$ cat src/rtl/matrix_key_scan_pkg.sv
// Shared definitions for the keypad scanner: FSM states, row/column idle
// patterns and the column priority encoder.
package matrix_key_scan_pkg;

    typedef enum logic [1:0] {
        SCAN     = 2'd0,
        DEBOUNCE = 2'd1,
        HOLD     = 2'd2,
        RELEASE  = 2'd3
    } state_t;

    localparam logic [3:0] ROW_RESET = 4'b1110;
    localparam logic [3:0] COL_IDLE  = 4'b1111;

    // Lowest-index column that is pulled low; 0 when none are.
    function automatic logic [1:0] first_low(input logic [3:0] col);
        logic [1:0] idx;
        idx = 2'd0;
        for (int i = 3; i >= 0; i--) begin
            if (!col[i]) idx = 2'(i);
        end
        return idx;
    endfunction

endpackage

$ cat src/rtl/matrix_key_scan_tick_gen.sv
// Free-running divider: pulses tick for one cycle every DIV clocks.
module tick_gen #(
    parameter int DIV = 50_000
) (
    input  logic clk,
    input  logic rst,
    output logic tick
);
    localparam int W = (DIV > 1) ? $clog2(DIV) : 1;
    localparam logic [W-1:0] LAST = W'(DIV - 1);

    logic [W-1:0] count;

    always_ff @(posedge clk) begin
        if (rst)                count <= '0;
        else if (count == LAST) count <= '0;
        else                    count <= count + 1'b1;
    end

    assign tick = (count == LAST);

endmodule

$ cat src/rtl/matrix_key_scan.sv
// 4x4 keypad row scanner with press/release debounce; reports the first
// key found as {row, col} with a one-cycle strobe and a held-down level.
module matrix_key_scan
    import matrix_key_scan_pkg::*;
#(
    parameter int SCAN_DIV       = 50_000,
    parameter int DEBOUNCE_TICKS = 20
) (
    input  logic       clk,
    input  logic       rst,
    input  logic [3:0] key_col_in,
    output logic [3:0] key_row_out,
    output logic [3:0] key_code,
    output logic       key_valid,
    output logic       key_down
);
    localparam int          CW       = $clog2(DEBOUNCE_TICKS + 1);
    localparam logic [CW-1:0] CNT_ONE  = CW'(1);
    localparam logic [CW-1:0] CNT_DONE = CW'(DEBOUNCE_TICKS);
    localparam bit          ONE_TICK = (DEBOUNCE_TICKS == 1);

    logic [3:0]    col_m, col_s;
    logic          tick;
    state_t        state, state_nxt;
    logic [CW-1:0] cnt, cnt_nxt, cnt_inc;
    logic [1:0]    row_idx, lat_col, col_sel;
    logic          still_low, advance, accept, released, latch;

    tick_gen #(.DIV(SCAN_DIV)) u_tick (
        .clk  (clk),
        .rst  (rst),
        .tick (tick)
    );

    assign cnt_inc   = cnt + 1'b1;
    assign still_low = ~col_s[lat_col];
    assign col_sel   = latch ? first_low(col_s) : lat_col;

    always_comb begin
        state_nxt = state;
        cnt_nxt   = cnt;
        advance   = 1'b0;
        accept    = 1'b0;
        released  = 1'b0;
        latch     = 1'b0;
        if (tick) begin
            case (state)
                SCAN: begin
                    if (col_s != COL_IDLE) begin
                        latch   = 1'b1;
                        cnt_nxt = CNT_ONE;
                        if (ONE_TICK) begin
                            accept    = 1'b1;
                            state_nxt = HOLD;
                        end else begin
                            state_nxt = DEBOUNCE;
                        end
                    end else begin
                        advance = 1'b1;
                    end
                end
                DEBOUNCE: begin
                    if (still_low) begin
                        cnt_nxt = cnt_inc;
                        if (cnt_inc == CNT_DONE) begin
                            accept    = 1'b1;
                            state_nxt = HOLD;
                        end
                    end else begin
                        state_nxt = SCAN;
                        advance   = 1'b1;
                    end
                end
                HOLD: begin
                    // Only the latched column matters; other keys are masked.
                    if (!still_low) begin
                        cnt_nxt = CNT_ONE;
                        if (ONE_TICK) begin
                            released  = 1'b1;
                            advance   = 1'b1;
                            state_nxt = SCAN;
                        end else begin
                            state_nxt = RELEASE;
                        end
                    end
                end
                RELEASE: begin
                    if (!still_low) begin
                        cnt_nxt = cnt_inc;
                        if (cnt_inc == CNT_DONE) begin
                            released  = 1'b1;
                            advance   = 1'b1;
                            state_nxt = SCAN;
                        end
                    end else begin
                        state_nxt = HOLD;
                    end
                end
                default: state_nxt = SCAN;
            endcase
        end
    end

    always_ff @(posedge clk) begin
        if (rst) begin
            col_m       <= COL_IDLE;
            col_s       <= COL_IDLE;
            state       <= SCAN;
            cnt         <= '0;
            lat_col     <= 2'd0;
            row_idx     <= 2'd0;
            key_row_out <= ROW_RESET;
            key_code    <= 4'h0;
            key_valid   <= 1'b0;
            key_down    <= 1'b0;
        end else begin
            col_m     <= key_col_in;
            col_s     <= col_m;
            state     <= state_nxt;
            cnt       <= cnt_nxt;
            key_valid <= accept;
            if (latch) lat_col <= col_sel;
            if (advance) begin
                row_idx     <= row_idx + 2'd1;
                key_row_out <= {key_row_out[2:0], key_row_out[3]};
            end
            if (accept) begin
                key_code <= {row_idx, col_sel};
                key_down <= 1'b1;
            end else if (released) begin
                key_down <= 1'b0;
            end
        end
    end

endmodule

$ cat config.mk
export PLATFORM = sky130hd
export DESIGN_NAME = matrix_key_scan
export DESIGN_NICKNAME = d
export VERILOG_FILES = /design/src/rtl/matrix_key_scan_pkg.sv /design/src/rtl/matrix_key_scan_tick_gen.sv /design/src/rtl/matrix_key_scan.sv
export SDC_FILE = /design/constraint.sdc
export NUM_CORES = 1
export LEC_CHECK = 0
export ABC_AREA = 1
export CAP_MARGIN = 20
export CORE_MARGIN = 5
export CORE_UTILIZATION = 57
export CTS_CLUSTER_SIZE = 12
export DETAILED_ROUTE_END_ITERATION = 8
export PLACE_DENSITY_LB_ADDON = 0.15
export SLEW_MARGIN = 20
export SYNTH_ARGS = -nofsm -noshare
export SYNTH_HDL_FRONTEND = slang
export SYNTH_SLANG_ARGS = --single-unit
$ cat constraint.sdc
create_clock -name clk -period 3.1 [get_ports clk]
set_clock_uncertainty 0.1 [all_clocks]
set_input_delay 0.775 -clock clk [delete_from_list [all_inputs] [get_ports clk]]
set_output_delay 0.775 -clock clk [all_outputs]
set_load 0.005 [all_outputs]
=== Word-level counts from Yosys, hierarchy flattened ===
Cells that the tools add are included.

* Add/sub/neg operators: 3
* $lt $le $gt $ge: 1
* Equal/unequal tests: 12
* Multiplexer cells: 35
* Reduce and logical (&&, ||, !) cells: 5

{| class="wikitable"
|+ Operators with widths
! operator !! count
|-
| two-way mux 2 bit || 11
|-
| two-way mux 5 bit || 4
|-
| one-hot mux 5 bit (4 select lines) || 1
|-
| adder 16 x 1 -> 16 bit, second input constant || 1
|-
| equality test 16 bit, second input constant || 1
|-
| two-way mux 1 bit || 16
|-
| AND reduction 5 bit || 2
|-
| != test 2 bit, second input constant || 4
|-
| one-hot mux 2 bit (4 select lines) || 1
|-
| != test 3 bit, second input constant || 2
|-
| adder 5 x 1 -> 5 bit, second input constant || 1
|-
| equality test 5 bit, second input constant || 1
|-
| equality test 2 bit, second input constant || 2
|-
| != test 4 bit, second input constant || 1
|-
| < comparator 2 x 3 -> 1 bit, second input constant || 1
|-
| one-hot mux 1 bit (3 select lines) || 1
|-
| adder 2 x 1 -> 2 bit, second input constant || 1
|-
| binary-select mux 1 bit (select 2 bit) || 1
|-
| equality test 2 x 1 -> 1 bit, second input constant || 1
|-
| zero test 2 bit || 1
|-
| nonzero test 2 bit || 1
|-
| OR reduction 2 bit || 1
|}

* Register bits: 45
* Input port bits: 6
* Output and inout bits: 10
* Word-level logic and storage cells: 67

=== Depth between registers and ports, before layout ===
* Word-level depth: 8
* Gate-level depth with buffers: 12
* Mapped depth without buffers: 12

=== By module ===
From an unflattened synthesis, not the netlist that was laid out.

* Cell total of the unflattened synthesis: 298
* Area total of the unflattened synthesis: 2274.7 sq um

{| class="wikitable"
|+ By module, submodules not included
! module !! instances !! cells each !! area each (sq um) !! seq. area each (sq um)
|-
| matrix_key_scan || 1 || 170 || 1413.9 || 580.6
|-
| tick_gen || 1 || 128 || 860.8 || 320.3
|}

=== Least setup slack after synthesis ===
No wires, ideal clock.

* Kind: input -> register
* Start point: input rst
* End point: register key_down
* Library setup time: 0.132 ns
* Data arrival time: 1.362 ns
* Data required time: 2.868 ns
* Slack: 1.506 ns
* Stages on the path: 3
* Path buffers: 2
* Cell sequence: clkbuf_1 > clkbuf_1 > o21ai_0

{| class="wikitable"
|+ RTL lines
! item !! line !! source
|-
| start: declaration || matrix_key_scan.sv:10 || <nowiki>input logic rst,</nowiki>
|-
| end signal: assignment || matrix_key_scan.sv:115 || <nowiki>key_down <= 1'b0;</nowiki>
|-
| end signal: assignment || matrix_key_scan.sv:129 || <nowiki>key_down <= 1'b1;</nowiki>
|-
| end signal: assignment || matrix_key_scan.sv:131 || <nowiki>key_down <= 1'b0;</nowiki>
|-
| end: declaration || matrix_key_scan.sv:15 || <nowiki>output logic key_down</nowiki>
|}

No word-level cell between the ends.

=== Final worst setup path ===
* Start point: input rst
* End point: register u_tick.count[2]

* Word-level cells in the longest chain between the ends: 1

{| class="wikitable"
|+ RTL lines
! item !! line !! source
|-
| OR reduction 2 bit (no line) || - ||
|-
| end signal: assignment || matrix_key_scan_tick_gen.sv:17 || <nowiki>else count <= count + 1'b1;</nowiki>
|-
| end: declaration || matrix_key_scan_tick_gen.sv:12 || <nowiki>logic [W-1:0] count;</nowiki>
|}

Every way passes these cells.
A chain may end at the register's enable or synchronous reset.

==> results.sh <==
export IMPL_status="finished clean"
export IMPL_netlist_area_sq_um=2152
export IMPL_vias=1825
export IMPL_gr_total_overflow=0
export IMPL_die_area_sq_um=5104
export IMPL_track_usage_pct=16.35
export IMPL_criticalPathCategory="in -> reg"
export IMPL_fin_cells=357
export IMPL_rsz0062_at_grt="false"
export IMPL_p_clk_share_pct=41.8
export IMPL_wl_um=3994
export IMPL_grt_pass1_wl_um=6796
export IMPL_use_met2_pct=26.73
export IMPL_hpwl_um=2854
export IMPL_antenna_found_initial=0
export IMPL_vias_per_cell=5.112
export IMPL_setup_viol=0
export IMPL_drt_iter0_markers=83
export IMPL_n_fill_cell=313
export IMPL_grt_start_max_net_pins=20
export IMPL_worstPathArrival_ns=2.22
export IMPL_clockBufferDepth=2
export IMPL_cp_end_kind="flop"
export IMPL_die_y_um=71.45
export IMPL_fin_util_pct=67.02
export IMPL_initial_core_util_pct=58.78
export IMPL_drive_gt1_share_pct=14.24
export IMPL_synth_fa_ha_area_share_pct=1.163
export IMPL_wl_per_cell_um=11.19
export IMPL_relSlewSlack_pct=62.84
export IMPL_ios=16
export IMPL_gp_congestion=0.8463
export IMPL_drc=0
export IMPL_synth_cells=291
export IMPL_synthMuxAreaShare_pct=0
export IMPL_finish_instance_area_sq_um=2454
export IMPL_finalCriticalPeriod_ns=2.109
export IMPL_required_ns=3.21
export IMPL_start_kind="primary input"
export IMPL_hold_violations=0
export IMPL_net_switching_power_w=0.0002285
export IMPL_placed_cell_area_sq_um=2333
export IMPL_synth_seq_cells=45
export IMPL_power_density_nw_per_um2=446.3
export IMPL_seq_area_frac_synth_pct=41.86
export IMPL_cap_violations=0
export IMPL_hold_class="reg -> reg"
export IMPL_power_frac_seq_pct=53.9
export IMPL_syn2layout_area_growth_pct=14.01
export IMPL_clk_pin_slew_ns=0.08
export IMPL_firstDrtPassIters=4
export IMPL_yosysWarnings=0
export IMPL_grt_pass1_vias=1593
export IMPL_synthSimpleGateAreaFrac_pct=40.00
export IMPL_dp_cells=349
export IMPL_core_sq_um=3661
export IMPL_use_met1_pct=21.21
export IMPL_share_comb_of_total_power_pct=4.3
export IMPL_diodes=0
export IMPL_synth_distinct_cells=37
export IMPL_port_buffers=15
export IMPL_synth_compound_area_share_pct=7.500
export IMPL_clock_root_buffer="clkbuf_8"
export IMPL_worst_pin_slew_ns=0.5561
export IMPL_nNetsFinal=316
export IMPL_cts_tree="yes"
export IMPL_ant_nets=0
export IMPL_die_w_um=71.45
export IMPL_use_met3_pct=4.208
export IMPL_clkSinkCount=45
export IMPL_irDropWorstVdd_v=0.0003143
export IMPL_hold_slack_ns=0.3160
export IMPL_internal_power_w=0.0008666
export IMPL_leakage_nw=1.016
export IMPL_clk_latency_ns=0.30
export IMPL_fin_crit_sh_pct=68.05
export IMPL_fmax_mhz=474.1
export IMPL_switching_share_pct=20.87
export IMPL_syn_nets=299
export IMPL_cts_made_buffers=5
export IMPL_cts_hold_buf=0
export IMPL_final_setup_tns_ns=0
export IMPL_post_cts_buffers=0
export IMPL_cts_max_level=2
export IMPL_synthXorXnorAreaFrac_pct=2.035
export IMPL_rows=22
export IMPL_syn_avg_cell_area_sq_um=7.395
export IMPL_synth_top_family_by_area="simple AND/OR/NAND/NOR gates"
export IMPL_finalMaxSlewViolations=0
export IMPL_crit_fanout=16
export IMPL_grt_busiest_layer="met2"
export IMPL_post_cts_resize_count=0
power groups by stage:
stage,Combinational (W),Sequential [W],Clock (W)
2_1_floorplan,0.0000343,0.000603,0
3_3_place_gp,0.0000458,0.000603,0
3_5_place_dp,0.0000467,0.000604,0
4_1_cts,0.0000472,0.000590,0.000467
5_1_grt,0.0000521,0.000591,0.000502
6_report,0.0000473,0.000590,0.000458
stage by stage:
stage | total power [W] | worst slack, ns
5_1_grt | 0.001146 | 0.8430
6_report | 0.001095 | 0.9905
3_3_place_gp | 0.0006491 | 0.7084
2_1_floorplan | 0.0006369 | 1.506
3_5_place_dp | 0.0006504 | 0.6770
4_1_cts | 0.001104 | 1.005
cell usage after synthesis (all sizes together):
cell / count / share of area, %
and2: 1 / 0.41
nand3b: 1 / 0.93
nand4: 13 / 4.5
nor4: 1 / 0.29
or2: 11 / 3.2
dfxtp: 45 / 42
o211ai: 1 / 0.35
nor3: 8 / 3.1
clkbuf: 2 / 0.35
xor2: 4 / 1.6
a31oi: 1 / 0.29
buf: 4 / 1.3
nand2: 64 / 12
nor3b: 3 / 1.3
nor2: 42 / 8.0
and3: 1 / 0.29
o21a: 1 / 0.35
ha: 2 / 1.2
inv: 33 / 5.8
xnor2: 1 / 0.41
o21ai: 9 / 2.1
nand3: 24 / 6.3
a21oi: 19 / 4.4
worst paths after layout:
check / from / end / slack (ns) / cells past startpoint
min reg2reg: col_m[2]$_SDFF_PP1_ / col_s[2]$_SDFF_PP1_ / 0.32 / 1
max reg2reg: u_tick.count[0]$_SDFF_PP0_ / u_tick.count[14]$_SDFF_PP0_ / 1.21 / 6
min: col_m[2]$_SDFF_PP1_ / col_s[2]$_SDFF_PP1_ / 0.32 / 1
max: rst / u_tick.count[2]$_SDFF_PP0_ / 0.99 / 4
routing by layer:
| metal | vias to the layer above | wire (um) |
|---|---|---|
| met2 | 35 | 1835 |
| met1 | 808 | 1934 |
| met4 | 0 | 51 |
| met5 | - | 0 |
| li1 | 976 | - |
| met3 | 6 | 173 |
cell type report:
type	instances	area, sq um	area share (%)
inverters	33	123.9	5.048
flip-flops and latches	45	900.9	36.72
repair buffers	16	157.7	6.425
multi-input cells	207	1091	44.47
well taps	48	60.06	2.448
clock buffers	6	82.58	3.366
clock inverters	2	37.54	1.530
registers in the layout, indices dropped and copies added, names as in the netlist, named ones only:
| register | flops |
|---|---|
| col_m | 4 |
| lat_col | 2 |
| col_s | 4 |
| state | 1 |
| key_code | 4 |
| key_valid | 1 |
| u_tick.count | 16 |
| key_row_out | 4 |
| key_down | 1 |
| cnt | 5 |
| row_idx | 2 |
critical path, stage by stage:
cell	delay [ns]
clkdlybuf4s50_1	0.42
inv_1	0.31
nand2_1	0.43
nor3b_1	0.29
cell families after synthesis:
logic type | count (synthesis)
adder cells (fa/ha/maj) | 2
AO/OA/AOI/OAI | 31
flip-flops | 45
buffers and inverters | 39
AND/OR/NAND/NOR | 169
XOR/XNOR | 5
placed cells by master, fill, tap and decap left out, drive strengths merged, types with 2 or more instances in the layout:
| cell type | count |
|---|---|
| dfxtp | 45 |
| ha | 2 |
| nor3 | 8 |
| nor3b | 3 |
| xor2 | 4 |
| o21ai | 9 |
| a21oi | 19 |
| nand2 | 64 |
| nand4 | 13 |
| inv | 33 |
| nor2 | 42 |
| nand3 | 24 |
| or2 | 11 |
| clkdlybuf4s50 | 15 |
| clkbuf | 6 |
Note: power is estimated with default switching activity, not from simulation.
